File: src/rtl/dsss_pkg.sv
// rtl/dsss_pkg.sv - shared DSSS constants, FSM state type and magnitude helper
package dsss_pkg;
  localparam int         CHIP_LEN = 31;
  localparam int         SAMPLE_W = 3;
  localparam int         ACC_W    = 8;
  localparam logic [4:0] PN_TAPS  = 5'b00101;
  localparam logic [4:0] PN_SEED  = 5'b00001;

  typedef enum logic [1:0] {ACQ, SLIP, TRACK} state_t;

  function automatic logic [ACC_W-1:0] mag(input logic signed [ACC_W-1:0] v);
    return v[ACC_W-1] ? -v : v;
  endfunction
endpackage

File: src/rtl/despread_rx_if.sv
// rtl/despread_rx_if.sv - sample input and bit/debug output bundle of the despreader
interface despread_rx_if;
  import dsss_pkg::*;
  logic                sample_ena;
  logic [SAMPLE_W-1:0] noised_data;
  logic                out_data;
  logic                out_valid;
  logic                locked;
  logic [ACC_W-1:0]    corr;

  modport master (output sample_ena, noised_data,
                  input  out_data, out_valid, locked, corr);
  modport slave  (input  sample_ena, noised_data,
                  output out_data, out_valid, locked, corr);
endinterface

File: src/rtl/pn_gen.sv
// rtl/pn_gen.sv - 5-bit Fibonacci LFSR (x^5+x^2+1) producing one chip per advance
module pn_gen
  import dsss_pkg::*;
#(
  parameter logic [4:0] SEED = PN_SEED
) (
  input  logic clk,
  input  logic rst,
  input  logic advance,
  input  logic load,
  output logic chip
);
  logic [4:0] r_lfsr;
  logic       w_fb;

  assign w_fb = ^(r_lfsr & PN_TAPS);

  always_ff @(posedge clk) begin
    if (rst || load) begin
      r_lfsr <= SEED;
    end else if (advance) begin
      r_lfsr <= {w_fb, r_lfsr[4:1]};
    end
  end

  assign chip = r_lfsr[0];
endmodule

File: src/rtl/despread_rx.sv
// rtl/despread_rx.sv - sliding-correlator DSSS receiver: acquire code phase, then one bit per 31 chips
module despread_rx #(
  parameter int unsigned THRESH   = 20,
  parameter int unsigned LOSS_CNT = 3,
  parameter logic [4:0]  PN_SEED  = dsss_pkg::PN_SEED
) (
  input  logic          clk31,
  input  logic          rst,
  despread_rx_if.slave  bus
);
  import dsss_pkg::*;

  localparam logic [ACC_W-1:0] TH8     = ACC_W'(THRESH);
  localparam logic [2:0]       LC3     = 3'(LOSS_CNT);
  localparam logic [4:0]       LAST_CH = 5'(CHIP_LEN - 1);

  state_t                  r_state;
  logic        [4:0]       r_cnt;
  logic        [2:0]       r_loss;
  logic signed [ACC_W-1:0] r_acc;
  logic        [ACC_W-1:0] r_corr;
  logic                    r_out_data;
  logic                    r_out_valid;
  logic                    r_locked;

  logic                    w_chip;
  logic                    w_run;
  logic                    w_wend;
  logic                    w_pass;
  logic signed [ACC_W-1:0] w_smp;
  logic signed [ACC_W-1:0] w_prod;
  logic signed [ACC_W-1:0] w_sum;

  // A SLIP sample is swallowed without touching the code, delaying it one chip.
  assign w_run  = bus.sample_ena && (r_state != SLIP);
  assign w_wend = w_run && (r_cnt == LAST_CH);

  // Sign-extend before negating so that -(-4) becomes +4.
  assign w_smp  = {{(ACC_W-SAMPLE_W){bus.noised_data[SAMPLE_W-1]}}, bus.noised_data};
  assign w_prod = w_chip ? w_smp : -w_smp;
  assign w_sum  = r_acc + w_prod;
  assign w_pass = mag(w_sum) >= TH8;

  pn_gen #(.SEED(PN_SEED)) u_pn (
    .clk     (clk31),
    .rst     (rst),
    .advance (w_run && !w_wend),
    .load    (w_wend),
    .chip    (w_chip)
  );

  always_ff @(posedge clk31) begin
    if (rst) begin
      r_state     <= ACQ;
      r_cnt       <= '0;
      r_loss      <= '0;
      r_acc       <= '0;
      r_corr      <= '0;
      r_out_data  <= 1'b0;
      r_out_valid <= 1'b0;
      r_locked    <= 1'b0;
    end else begin
      r_out_valid <= 1'b0;
      if (bus.sample_ena) begin
        if (r_state == SLIP) begin
          r_state <= ACQ;
        end else if (w_wend) begin
          r_acc  <= '0;
          r_cnt  <= '0;
          r_corr <= w_sum;
          if (r_state == ACQ) begin
            if (w_pass) begin
              r_state     <= TRACK;
              r_locked    <= 1'b1;
              r_out_valid <= 1'b1;
              r_out_data  <= ~w_sum[ACC_W-1];
              r_loss      <= '0;
            end else begin
              r_state <= SLIP;
            end
          end else begin
            r_out_valid <= 1'b1;
            r_out_data  <= ~w_sum[ACC_W-1];
            if (w_pass) begin
              r_loss <= '0;
            end else if (r_loss + 3'd1 >= LC3) begin
              r_state  <= ACQ;
              r_locked <= 1'b0;
              r_loss   <= '0;
            end else begin
              r_loss <= r_loss + 3'd1;
            end
          end
        end else begin
          r_acc <= w_sum;
          r_cnt <= r_cnt + 5'd1;
        end
      end
    end
  end

  assign bus.out_data  = r_out_data;
  assign bus.out_valid = r_out_valid;
  assign bus.locked    = r_locked;
  assign bus.corr      = r_corr;
endmodule

File: src/flat_wrapper.sv
// flat-port wrapper written by rule: the top's interface ports become plain ports
module despread_rx_flat import dsss_pkg::*;
#(
  parameter int unsigned THRESH   = 20,
  parameter int unsigned LOSS_CNT = 3,
  parameter logic [4:0]  PN_SEED  = dsss_pkg::PN_SEED
)
  (clk31, rst, bus_sample_ena, bus_noised_data, bus_out_data, bus_out_valid, bus_locked, bus_corr);
  despread_rx_if bus_i ();
  input  logic clk31;
  input  logic rst;
  input wire logic [$bits(bus_i.sample_ena)-1:0] bus_sample_ena;
  input wire logic [$bits(bus_i.noised_data)-1:0] bus_noised_data;
  output wire logic [$bits(bus_i.out_data)-1:0] bus_out_data;
  output wire logic [$bits(bus_i.out_valid)-1:0] bus_out_valid;
  output wire logic [$bits(bus_i.locked)-1:0] bus_locked;
  output wire logic [$bits(bus_i.corr)-1:0] bus_corr;
  assign bus_i.sample_ena = bus_sample_ena;
  assign bus_i.noised_data = bus_noised_data;
  assign bus_out_data = bus_i.out_data;
  assign bus_out_valid = bus_i.out_valid;
  assign bus_locked = bus_i.locked;
  assign bus_corr = bus_i.corr;
  despread_rx #(.THRESH(THRESH), .LOSS_CNT(LOSS_CNT), .PN_SEED(PN_SEED)) u_core (.clk31(clk31), .rst(rst), .bus(bus_i));
endmodule
File: config.mk
export PLATFORM = sky130hd
export DESIGN_NAME = despread_rx_flat
export DESIGN_NICKNAME = d
export VERILOG_FILES = /design/src/rtl/dsss_pkg.sv /design/src/rtl/despread_rx_if.sv /design/src/rtl/pn_gen.sv /design/src/rtl/despread_rx.sv /design/src/flat_wrapper.sv
export SDC_FILE = /design/constraint.sdc
export NUM_CORES = 1
export LEC_CHECK = 0
export CAP_MARGIN = 20
export CORE_MARGIN = 3
export CORE_UTILIZATION = 61
export CTS_CLUSTER_SIZE = 20
export DETAILED_ROUTE_END_ITERATION = 7
export GPL_ROUTABILITY_DRIVEN = 0
export PLACE_DENSITY_LB_ADDON = 0.3
export SLEW_MARGIN = 10
export SYNTH_ARGS = -nofsm -noshare
export SYNTH_HDL_FRONTEND = slang
export SYNTH_SLANG_ARGS = --single-unit
File: constraint.sdc
create_clock -name clk31 -period 9.3 [get_ports clk31]
set_input_delay 1.86 -clock clk31 [delete_from_list [all_inputs] [get_ports clk31]]
set_output_delay 1.86 -clock clk31 [all_outputs]
set_load 0.1 [all_outputs]
==> flow_summary.ini <==
[clock_network]
clk_path_buf_depth = 2
post-cts-setup-buffer-count = 0
clkSinkCount = 34
cts_max_level = 2
cts_tree = built
cts_made_buffers = 5
root_buffer = clkbuf_4
ctsResizeCount = 0
insertion_delay_ns = 0.35
cts_hold_buffers = 0
clk_pin_slew_ns = 0.12

[synth]
synth_top_family_by_area = simple AND/OR/NAND/NOR gates
synthSimpleGateAreaFrac_pct = 22.4
synth-adder-area-share_pct = 11.2
syn_nets = 262
yosys.area.top_type = dfxtp_1
synth-xor-area-share_pct = 3.55
synthMuxAreaShare_pct = 2.09
synth-edff-count = 0
synth_top_cell_area_share_pct = 34.5
ys_ff_latch = 34
synth_cell_type_count = 52
ys.flop_type = dfxtp_1
syn_inst = 239
synthArstFlopShare_pct = 0
yosys_warnings = 0
netlist_top_cells_area = dfxtp_1 34%, ha_1 10%, nand2_1 6.1%
synth_compound_area_share_pct = 21.9
synth_area_mm2 = 0.00197
ys_seq_area_share_pct = 34.5
syn_area_per_cell_um2 = 8.26

[route]
drt_wl_total_um = 4260
drtIter0Drc = 123
top_layer = met4
vias = 1752
route.detailed.drc = 0
ant_nets = 0
met1_length_um = 2000
vias_per_cell = 5.84
wl_per_cell_um = 14.2
dr.pass1.iters = 6
dr_wl_met2_um = 1940
met3_length_um = 251

[setup_path]
worst-setup-path-type = in -> reg
cp_data_arrival_time_ns = 5.28
critical_path.max_fanout = 5
required_ns = 9.55
startpoint_type = primary input
crit_path_end_kind = flip-flop

[cells_and_area]
area_growth_pct = 12.9
nets = 278
n_antenna_cell = 0
drive_above_1_share_pct = 9.38
n_fill_cell = 266

[floorplan]
core_mm2 = 0.00308
io-pin-count = 17
die_area_mm2 = 0.00396
row_count = 20
start_util_pct = 64.1
die_x_um = 62.9
die_h_um = 62.9

[sta]
finalHoldViolCount = 0
rsz0062_at_grt = false
drv_slew = 0
min_period_ns = 5.02
fmax_mhz = 199
relSlewSlack_pct = 34.5
skew_ns = 0.0139
timing.final.ws_setup_ns = 4.28
tightest_slew_ns = 0.979
period_share_pct = 54.0
finalSetupViolCount = 0
finalSetupTns_ns = 0

[global_route]
grt_start_max_net_pins = 27
antenna_found_initial = 0
grt_overflow = 0
grt_pass1_vias = 1707
grt_pass1_wl_um = 7440
grt_use_total_pct = 23.7

[hold_path]
hp-class = reg -> reg

[power]
p_int_mw = 0.233
cellPowerDensity_mw_per_mm2 = 160
peakVddDrop_mv = 0.124
switching_share_pct = 34.9
power.clock.fraction_pct = 24.7
leakagePower_nw = 0.896
seqPwrFrac_pct = 44.0
switchingPower_mw = 0.125
comb_power_share_pct = 31.2

[place]
place_ws_ns = 3.92
portBuffers = 16
place.detailed.hpwl_um = 3220

[outcome]
status = complete, no violations

[flow_run]
maxCapViolCount = 0
## sequential cells by signal (all words and copies together) (netlist names)
| register | cells |
|---|---|
| u_core.u_pn.r_lfsr | 5 |
| u_core.r_cnt | 5 |
| u_core.bus.out_data | 1 |
| u_core.bus.out_valid | 1 |
| u_core.r_acc | 8 |
| u_core.r_state | 2 |
| u_core.r_loss | 3 |
| u_core.bus.corr | 8 |
| u_core.bus.locked | 1 |
## area by class of cell
cell class | instances | area, um^2 | area share (%)
inverters | 15 | 56.3 | 2.53
repair buffers | 17 | 168 | 7.52
clock inverters | 2 | 12.5 | 0.561
well taps | 44 | 55.1 | 2.47
multi-input cells | 182 | 1210 | 54.1
flip-flops and latches | 34 | 681 | 30.5
clock buffers | 6 | 51.3 | 2.30
## cells in the final DEF (no fill, tap or decap), drive strengths merged, types with 2 or more instances in the layout
| cell | count |
|---|---|
| xor2 | 6 |
| xnor2 | 2 |
| a22oi | 7 |
| nand2 | 32 |
| nor3 | 3 |
| a211o | 2 |
| nor3b | 2 |
| nor2 | 31 |
| nand4 | 5 |
| a21oi | 24 |
| ha | 16 |
| nand3 | 8 |
| mux2i | 3 |
| inv | 15 |
| clkbuf | 6 |
| o22ai | 2 |
| or3 | 3 |
| dfxtp | 34 |
| o21ai | 9 |
| clkdlybuf4s50 | 16 |
## final timing paths
path | startpoint | end | slack [ns] | cells past startpoint
min reg2reg | u_core.u_pn.r_lfsr[3] | u_core.u_pn.r_lfsr[2] | 0.46 | 2
min | u_core.u_pn.r_lfsr[3] | u_core.u_pn.r_lfsr[2] | 0.46 | 2
max | bus_noised_data[0] | u_core.r_loss[1] | 4.28 | 12
max reg2reg | u_core.u_pn.r_lfsr[0] | u_core.r_loss[1] | 5.93 | 9
## kinds of logic (layout without fill, tap and decap cells)
family,Yosys count,after routing
AO/OA/AOI/OAI,61,61
multiplexers,4,4
flip-flops,34,34
AND/OR/NAND/NOR,92,92
adder cells (fa/ha/maj),17,17
buffers and inverters,23,40
XOR/XNOR,8,8
## per-stage QoR
| step | utilization (%) | cell area (um^2) | total power, mW | std cells | hold WS, ns |
|---|---|---|---|---|---|
| 3_5_place_dp | 70.4 | 2170 | 0.270 | 292 | 0.449 |
| 6_report | 72.4 | 2230 | 0.358 | 300 | 0.459 |
| 3_3_place_gp | 70.4 | 2170 | 0.267 | 292 | 0.441 |
| 5_1_grt | 72.4 | 2230 | 0.378 | 300 | 0.480 |
| 2_1_floorplan | - | 1970 | 0.247 | 239 | 0.432 |
| 4_1_cts | 72.4 | 2230 | 0.358 | 300 | 0.456 |
## worst max-delay path: stages
cell and delay (ns):
clkdlybuf4s50_1 0.49, inv_1 0.07, ha_1 0.28, mux2_2 0.30
fa_1 0.47, a211o_1 0.32, and2_4 0.18, o311ai_4 0.34
nand4_2 0.16, or3_4 0.38, a211o_1 0.30, o32ai_1 0.13
## power groups by stage
stage	clock [mW]	sequential (mW)	combinational [mW]
final	0.0884	0.157	0.112
after global routing	0.0962	0.158	0.124
after CTS	0.0903	0.157	0.110
after detailed placement	0	0.160	0.110
after global placement	0	0.160	0.107
after floorplan	0	0.158	0.0885
## per-layer routing
layer / vias up / global-route usage (%)
li1: 876 / -
met1: 809 / 30.9
met2: 60 / 36.4
met3: 7 / 5.58
met4: 0 / 12.1
met5: - / 0
## cells in the mapped netlist, types with 2 or more instances
library cell	number
dfxtp_1	34
nand2_1	32
nor2_1	31
a21oi_1	23
ha_1	16
inv_1	15
o21ai_0	9
nand3_1	8
a22oi_1	7
clkbuf_1	6
xor2_1	6
nand4_1	4
mux2i_1	3
nor3_1	3
a211o_1	2
nor3b_1	2
or3_1	2
xnor2_1	2
Note: power is estimated with default switching activity, not from simulation.
